[src/rtl/proc_control.sv]
// proc_control: instruction sequencer for the simple 16-bit processor datapath.
// A 2-bit time-step counter (T0..T3) steps fetch, mv, mvi, add and sub.
// All outputs are combinational from (state, i_ir, i_run, i_gnz, i_reset).
//
// Optional feature macro: PROC_CONTROL_MVNZ_EN (opcode 101 becomes mvnz rx,ry;
// without it, opcode 101 is a NOP and i_gnz is unused).
//
// Ports:
//   i_clock     rising-edge clock
//   i_reset     synchronous active-high reset
//   i_run       start request, sampled only in T0
//   i_ir        IR contents {opcode[8:6], rx[5:3], ry[2:0]}
//   i_gnz       G register non-zero flag (mvnz only)
//   o_select    bus mux code (IR, r0-r7, G, DIN, rx-indexed, ry-indexed)
//   o_rx, o_ry  {1'b0, rx} / {1'b0, ry} to the mux index inputs
//   o_ir_in     IR load enable
//   o_r_in      one-hot r0-r7 load enables
//   o_a_in      A load enable
//   o_g_in      G load enable
//   o_addsub    ALU mode (0 add, 1 sub)
//   o_done      final step of an instruction
module proc_control #(
  parameter int unsigned IR_W = 9
) (
  input  logic            i_clock,
  input  logic            i_reset,
  input  logic            i_run,
  input  logic [IR_W-1:0] i_ir,
  input  logic            i_gnz,
  output logic [3:0]      o_select,
  output logic [3:0]      o_rx,
  output logic [3:0]      o_ry,
  output logic            o_ir_in,
  output logic [7:0]      o_r_in,
  output logic            o_a_in,
  output logic            o_g_in,
  output logic            o_addsub,
  output logic            o_done
);

  localparam int unsigned SEL_W = 4;
  localparam int unsigned NREG  = 8;

  localparam logic [SEL_W-1:0] SEL_IR   = 4'b0000;
  localparam logic [SEL_W-1:0] SEL_R7   = 4'b1000;
  localparam logic [SEL_W-1:0] SEL_G    = 4'b1001;
  localparam logic [SEL_W-1:0] SEL_DIN  = 4'b1010;
  localparam logic [SEL_W-1:0] SEL_RX   = 4'b1011;
  localparam logic [SEL_W-1:0] SEL_RY   = 4'b1100;

  localparam logic [2:0] OP_MV   = 3'b000;
  localparam logic [2:0] OP_MVI  = 3'b001;
  localparam logic [2:0] OP_ADD  = 3'b010;
  localparam logic [2:0] OP_SUB  = 3'b011;
`ifdef PROC_CONTROL_MVNZ_EN
  localparam logic [2:0] OP_MVNZ = 3'b101;
`endif

  typedef enum logic [1:0] {
    T0 = 2'd0,
    T1 = 2'd1,
    T2 = 2'd2,
    T3 = 2'd3
  } state_t;

  state_t r_state;
  state_t w_next;

  logic [2:0]      w_op;
  logic [2:0]      w_rx;
  logic [2:0]      w_ry;
  logic            w_is_addsub;
  logic [NREG-1:0] w_rx_onehot;
  logic            w_unused;

  assign w_op        = i_ir[8:6];
  assign w_rx        = i_ir[5:3];
  assign w_ry        = i_ir[2:0];
  assign w_is_addsub = (w_op == OP_ADD) || (w_op == OP_SUB);
  assign w_rx_onehot = NREG'(1) << w_rx;

  assign o_rx = {1'b0, w_rx};
  assign o_ry = {1'b0, w_ry};

  // Upper IR bits (when IR_W > 9) and gnz (when mvnz is disabled) are not needed.
  assign w_unused = ^{i_gnz, i_ir};

  // The indexed mux path does not reach r7, so r7 is selected with its direct code.
  function automatic logic [SEL_W-1:0] src_sel(input logic [2:0] field,
                                               input logic [SEL_W-1:0] idx_code);
    return (field == 3'd7) ? SEL_R7 : idx_code;
  endfunction

  // Time-step register
  always_ff @(posedge i_clock) begin
    if (i_reset) begin
      r_state <= T0;
    end else begin
      r_state <= w_next;
    end
  end

  // Next state and control outputs
  always_comb begin
    w_next   = T0;
    o_select = SEL_IR;
    o_ir_in  = 1'b0;
    o_r_in   = '0;
    o_a_in   = 1'b0;
    o_g_in   = 1'b0;
    o_addsub = 1'b0;
    o_done   = 1'b0;

    // Reset keeps everything idle, including mid-instruction.
    if (!i_reset) begin
      unique case (r_state)
        T0: begin
          if (i_run) begin
            o_select = SEL_DIN;
            o_ir_in  = 1'b1;
            w_next   = T1;
          end
        end

        T1: begin
          case (w_op)
            OP_MV: begin
              o_select = src_sel(w_ry, SEL_RY);
              o_r_in   = w_rx_onehot;
              o_done   = 1'b1;
            end
            OP_MVI: begin
              o_select = SEL_DIN;
              o_r_in   = w_rx_onehot;
              o_done   = 1'b1;
            end
            OP_ADD, OP_SUB: begin
              o_select = src_sel(w_rx, SEL_RX);
              o_a_in   = 1'b1;
              w_next   = T2;
            end
`ifdef PROC_CONTROL_MVNZ_EN
            OP_MVNZ: begin
              if (i_gnz) begin
                o_select = src_sel(w_ry, SEL_RY);
                o_r_in   = w_rx_onehot;
              end
              o_done = 1'b1;
            end
`endif
            default: begin
              o_done = 1'b1;
            end
          endcase
        end

        T2: begin
          // A non add/sub opcode here means IR changed underneath us: go idle.
          if (w_is_addsub) begin
            o_select = src_sel(w_ry, SEL_RY);
            o_g_in   = 1'b1;
            o_addsub = w_op[0];
            w_next   = T3;
          end
        end

        T3: begin
          if (w_is_addsub) begin
            o_select = SEL_G;
            o_r_in   = w_rx_onehot;
            o_done   = 1'b1;
          end
        end

        default: begin
          w_next = T0;
        end
      endcase
    end
  end

endmodule

[config.mk]
export PLATFORM = sky130hd
export DESIGN_NAME = proc_control
export DESIGN_NICKNAME = d
export VERILOG_FILES = /design/src/rtl/proc_control.sv
export SDC_FILE = /design/constraint.sdc
export NUM_CORES = 1
export LEC_CHECK = 0
export ABC_AREA = 1
export CAP_MARGIN = 20
export CORE_MARGIN = 2
export CORE_UTILIZATION = 29
export DETAILED_ROUTE_END_ITERATION = 7
export GPL_TIMING_DRIVEN = 0
export PLACE_DENSITY = 0.79
export SLEW_MARGIN = 15
export SYNTH_ARGS = -nofsm -noshare
export SYNTH_HDL_FRONTEND = slang
export SYNTH_SLANG_ARGS = --single-unit
[constraint.sdc]
create_clock -name i_clock -period 1.2 [get_ports i_clock]
set_input_delay 0.18 -clock i_clock [delete_from_list [all_inputs] [get_ports i_clock]]
set_output_delay 0.18 -clock i_clock [all_outputs]
set_load 0.02 [all_outputs]
==> impl_metrics.yaml, run 1 <==
synth:
  async_flop_share_pct: 0
  synth-seq-area-share_pct: 10.19
  synth_edf_count: 0
  ys_top_cells_by_area: "nor2_1, buf_4, nand3_1"
  synth_common_cells: "nor2_1, nand2_1, nand3_1"
  yosysMostFrequentCell: "nor2_1"
  yosysUniqueCellTypes: 15
  synth.cell_area_um2: 392.9
  synth_top_area_share_pct: 17.20
  ys_warn_count: 0
  yosys.area.top_type: "nor2_1"
  avgSynthCellArea_um2: 5.309
  synth-seq-cells: 2
  syn_inst: 74
  ys.flop_type: "dfxtp_1"
floorplanning:
  die_width_um: 40.81
  start_util_pct: 30.57
  placementRows: 13
  core_mm2: 0.001285
  die-area_mm2: 0.001665
  die_h_um: 40.81
  io_pins: 38
critical_path:
  r2r_end: "r_state[1]$_SDFF_PP0_"
  worstSetupStartpointType: "flip-flop"
  crit_arrival_ps: 1250
  startpoint: "r_state[0]$_SDFF_PP0_"
  crit_fanout: 5
  r2r-start: "r_state[0]$_SDFF_PP0_"
  reg2reg_depth: 4
  cp-endpoint: "o_select[0]"
  rrSetupSlack_ps: 300
  cp.required_ps: 1020
  worstSetupEndpointType: "primary output"
  critPathKind: "reg2out"
layout:
  multiInputGateArea_um2: 297.8
  antennaDiodeCount: 0
  largest_register: "r_state"
  top_regs: "r_state: 2 flops"
  area_delta_synth_final_pct: 104.8
  fill_cells: 129
  nNetsFinal: 129
  largest_reg_flops: 2
  regArea_um2: 47.55
  layout-drive-gt1-share_pct: 49.12
clock_network:
  clk_pin_slew_ps: 30
  htree_levels: 1
  clkSinkCount: 2
  root_buffer: "clkbuf_4"
  cts_hold_buf: 0
  clock_path_buffers: 2
  cts_tree: "done"
  insertion_delay_ps: 220
  numCtsBuffers: 3
grt:
  grt_use_total_pct: 15.64
  grt_pass1_vias: 462
  antenna_found_initial: 0
  grt_pass1_wl_mm: 1.752
  grt_max_degree: 9
  grt_overflow_total: 0
timing:
  skew_ps: 1.584
  maxSlewViolCount: 0
  setup_violations: 17
  clock.fmax_mhz: 700.2
  min_period_ps: 1428
  fin_hold_ws_ps: 440.9
  period_share_pct: 119.0
  fin_setup_tns_ps: -2749
  rsz0062_at_grt: "yes"
  hold_viol_final: 0
  timing.final.ws_setup_ps: -228.2
worst_hold_path:
  worstHoldPathType: "in2reg"
  worstHoldStart: "i_reset"
routing:
  viasPerCell: 4.481
  ant_nets: 0
  num_vias: 578
  finalWirelength_mm: 1.217
  drtIter0Drc: 7
  avgRoutedWirePerCell_um: 9.434
  drc_errors: 0
  dr.pass1.iters: 4
placed_design:
  gp_congestion: 0.8312
  portBuffers: 34
  place_hpwl_um: 936.7
  dp_slack_ps: -870.5
pwr:
  p_per_area_mw_per_mm2: 508.8
  power_mw: 0.4093
  power.leakage_nw: 0.4454
  peakVddDrop_uv: 417.0
outcome:
  status: "complete, but fails checks"
  violations: "negative setup slack"
flow_run:
  cap_viol_max_count: 0
## stage by stage
stage	instances	area (um^2)	util [%]
2_1_floorplan	75	399.1	-
4_1_cts	129	762.0	59.30
6_report	129	804.5	62.61
5_1_grt	129	804.5	62.61
3_5_place_dp	124	758.2	59.01
3_3_place_gp	124	758.2	59.01
## cell type report
class                      instances  share of cell area [%]
clock buffer                       3                   2.799
tap                               15                   2.333
buffer                             8                   7.465
timing repair buffer              37                   39.04
sequential                         2                   5.910
multi-input combinational         53                   37.01
inverter                          11                   5.443
## placed cells by master (no fill, tap or decap), types with 3 or more instances in the layout
| cell type | Yosys | layout |
|---|---|---|
| buf_2 | 0 | 5 |
| dlygate4sd2_1 | 0 | 7 |
| buf_4 | 8 | 21 |
| clkdlybuf4s50_1 | 0 | 5 |
| nand2_2 | 3 | 3 |
| clkbuf_4 | 0 | 3 |
| nor2_1 | 18 | 12 |
| nor2_2 | 0 | 4 |
| a21oi_1 | 4 | 3 |
| nand2_1 | 12 | 10 |
| buf_6 | 1 | 5 |
| nor2_4 | 2 | 4 |
| inv_1 | 8 | 8 |
| nand3_1 | 9 | 7 |
## routing by layer
| layer | GRT usage [%] | share of wire, % | wire, um |
|---|---|---|---|
| met1 | 15.11 | 38 | 464 |
| met2 | 30.86 | 52 | 629 |
| met3 | 5.978 | 10 | 123 |
| met4 | 2.500 | 0 | 0 |
| met5 | 0 | 0 | 0 |
## critical path, stage by stage, from the launching register on
cell     delay (ps)
dfxtp_4         370
inv_4            40
nor2_4          120
buf_4           120
nand3_1          90
a21oi_2         150
buf_6           130
## how the worst min path moves through the flow
stage,slack (ps),endpoint,cells past startpoint
2_1_floorplan,290,r_state[1]$_SDFF_PP0_,1
4_1_cts,410,r_state[1]$_SDFF_PP0_,2
3_3_place_gp,670,r_state[0]$_SDFF_PP0_,3
6_report,440,r_state[1]$_SDFF_PP0_,2
5_1_grt,440,r_state[1]$_SDFF_PP0_,2
3_5_place_dp,690,r_state[0]$_SDFF_PP0_,3
## report_power, final
group	internal [mW]	leakage, nW	switching, mW
logic	0.0882	0.414	0.103
registers	0.0675	0.0178	0.00590
clock network	0.110	0.0138	0.0347
## cells by family after synthesis
kind of cell,Yosys count,share of synthesized area [%]
AO/OA/AOI/OAI,5,6.368
buffers and inverters,20,28.66
flip-flops,2,10.19
other,1,0.9545
AND/OR/NAND/NOR,46,53.82
## what timing repair did
item | CTS | global route
setup buffers | 3 | 0
hold endpoints to repair | 0 | 0
pin swaps | 12 | 3
resized for setup | 116 | 14
gates cloned | 0 | 0
setup endpoints to repair | 23 | 18
Power figures use the tool's default switching activity.
==> run 2: changes to the inputs <==
--- a/config.mk
+++ b/config.mk
@@ -8,10 +8,10 @@
 export ABC_AREA = 1
 export CAP_MARGIN = 20
 export CORE_MARGIN = 2
-export CORE_UTILIZATION = 29
+export CORE_UTILIZATION = 25
 export DETAILED_ROUTE_END_ITERATION = 7
 export GPL_TIMING_DRIVEN = 0
-export PLACE_DENSITY = 0.79
+export PLACE_DENSITY = 0.69
 export SLEW_MARGIN = 15
 export SYNTH_ARGS = -nofsm -noshare
 export SYNTH_HDL_FRONTEND = slang
==> run 2 against run 1 <==
Net effect:
- the run still ends with negative setup slack left
- sequential cell count is the same
- total power grew 9.0%
- global-route usage shrank 0.52 points
- largest cell class unchanged
- sequential power shrank 0.5%
- critical endpoint is now o_r_in[1]
- sequential share of layout area shrank 1.3 points
- hold slack gained 28 ps
- final area grew 17%
- combinational power grew 17%
==> impl_metrics.yaml, run 2 (same netlist as run 1, synthesis figures left out) <==
outcome:
  status: "complete, but fails checks"
  violations: "negative setup slack"
pwr:
  intPower_mw: 0.2787
  pwr-share-clk_pct: 33.6
  power.share.combinational_pct: 50.0
  p_per_area_mw_per_mm2: 472.2
  power_frac_seq_pct: 16.4
  switching_share_pct: 37.52
  peakVddDrop_uv: 506.6
  switchingPower_mw: 0.1674
  power.leakage_nw: 0.4892
  power_mw: 0.4460
layout:
  layout_commonest_cell: "buf_4"
  top_regs: "r_state: 2 flops"
  fin_area_um2: 944.7
  antennaDiodeCount: 0
  nNetsFinal: 135
  largest_reg_flops: 2
  largest_register: "r_state"
  area_delta_synth_final_pct: 140.4
  layout_common_cells: "buf_4, buf_6, dlygate4sd2_1"
  layout-drive-gt1-share_pct: 63.33
timing:
  rsz0062_at_grt: "yes"
  setup_violations: 17
  maxSlewViolCount: 0
  skew_ps: 2.709
  clock.fmax_mhz: 662.1
  hold_viol_final: 0
  timing.final.ws_setup_ps: -310.4
  fin_setup_tns_ps: -4057
  min_period_ps: 1510
  period_share_pct: 125.9
clock_network:
  numCtsBuffers: 3
  clk_pin_slew_ps: 30
  root_buffer: "clkbuf_4"
  htree_levels: 1
  cts_tree: "done"
  insertion_delay_ps: 220
  cts_hold_buf: 0
  clock_path_buffers: 2
  clkSinkCount: 2
critical_path:
  worstSetupStartpointType: "flip-flop"
  crit_arrival_ps: 1330
  critPathKind: "reg2out"
  crit_chain: "buf_6, nor2_4, nand2_2, nand2_4, nand2_4, nor2_4, buf_6"
  crit_slowest_cell: "dfxtp_1"
  crit_fanout: 6
  critical_path.n_buffers_inverters: 2
  rrSetupSlack_ps: 70
  cpLargestDelayFamily: "simple AND/OR/NAND/NOR gates"
  worstSetupEndpointType: "primary output"
  cp.required_ps: 1020
  crit_path_max_incr_delay_ps: 290
floorplanning:
  die_width_um: 43.64
  die-area_mm2: 0.001904
  start_util_pct: 26.39
  die_h_um: 43.64
  placementRows: 14
  io_pins: 38
  core_mm2: 0.001489
grt:
  grt_use_total_pct: 15.12
  grt_overflow_total: 0
  grt_pass1_wl_mm: 2.221
  antenna_found_initial: 0
  grt_pass1_vias: 540
  grt_max_degree: 8
routing:
  viasPerCell: 4.699
  finalWirelength_mm: 1.607
  drc_errors: 0
  avgRoutedWirePerCell_um: 11.82
  drtIter0Drc: 5
  dr.pass1.iters: 4
  ant_nets: 0
  num_vias: 639
placed_design:
  portBuffers: 34
  gp_congestion: 0.7773
  place_area_um2: 759.5
  place_hpwl_um: 967.5
flow_run:
  cap_viol_max_count: 0
worst_hold_path:
  worstHoldPathType: "in2reg"
run 2: cell type report:
class	instances	area [um^2]
Inverter	11	41.29
Clock buffer	3	22.52
Sequential cell	2	43.79
Fill cell	152	544.3
Buffer	9	71.32
Multi-Input combinational cell	53	365.4
Timing Repair Buffer	42	380.4
Tap cell	16	20.02
run 2: worst paths after layout:
check,startpoint,endpoint,cells past startpoint
max,r_state[1]$_SDFF_PP0_,o_r_in[1],7
min,i_reset,r_state[1]$_SDFF_PP0_,2
max reg2reg,r_state[1]$_SDFF_PP0_,r_state[1]$_SDFF_PP0_,6
min reg2reg,r_state[0]$_SDFF_PP0_,r_state[0]$_SDFF_PP0_,3
run 2: power by group through the flow:
stage	Sequential, mW	Combinational [mW]	Clock (mW)
floorplan	0.0728	0.104	0
global placement	0.0733	0.194	0
detailed placement	0.0734	0.197	0
CTS	0.0719	0.189	0.154
global route	0.0734	0.240	0.164
finish	0.0730	0.223	0.150
run 2: through the flow:
stage                     util, %  hold WS, ps  setup slack (ps)  std cells
after floorplan                 -        291.9            -16.29         75
after global placement      51.01        679.2            -823.0        125
after detailed placement    51.01        698.0            -882.8        125
after CTS                   52.27        433.7            -265.4        131
after global routing        63.45        488.5            -396.4        136
final                       63.45        469.1            -310.4        136
run 2: repair_timing:
item | in CTS | in global routing
setup buffers | 3 | 5
setup endpoints to repair | 23 | 19
resized for setup | 111 | 45
pin swaps | 11 | 8
cloned | 0 | 0
run 2: metal layers:
layer  routed length [um]  global-route usage, %  up-vias
met5                    0                      0        -
met4                    0                  3.636        0
met3                  125                  5.000        0
met2                  942                  27.35       33
met1                  540                  16.88      295
li1                     -                      -      311
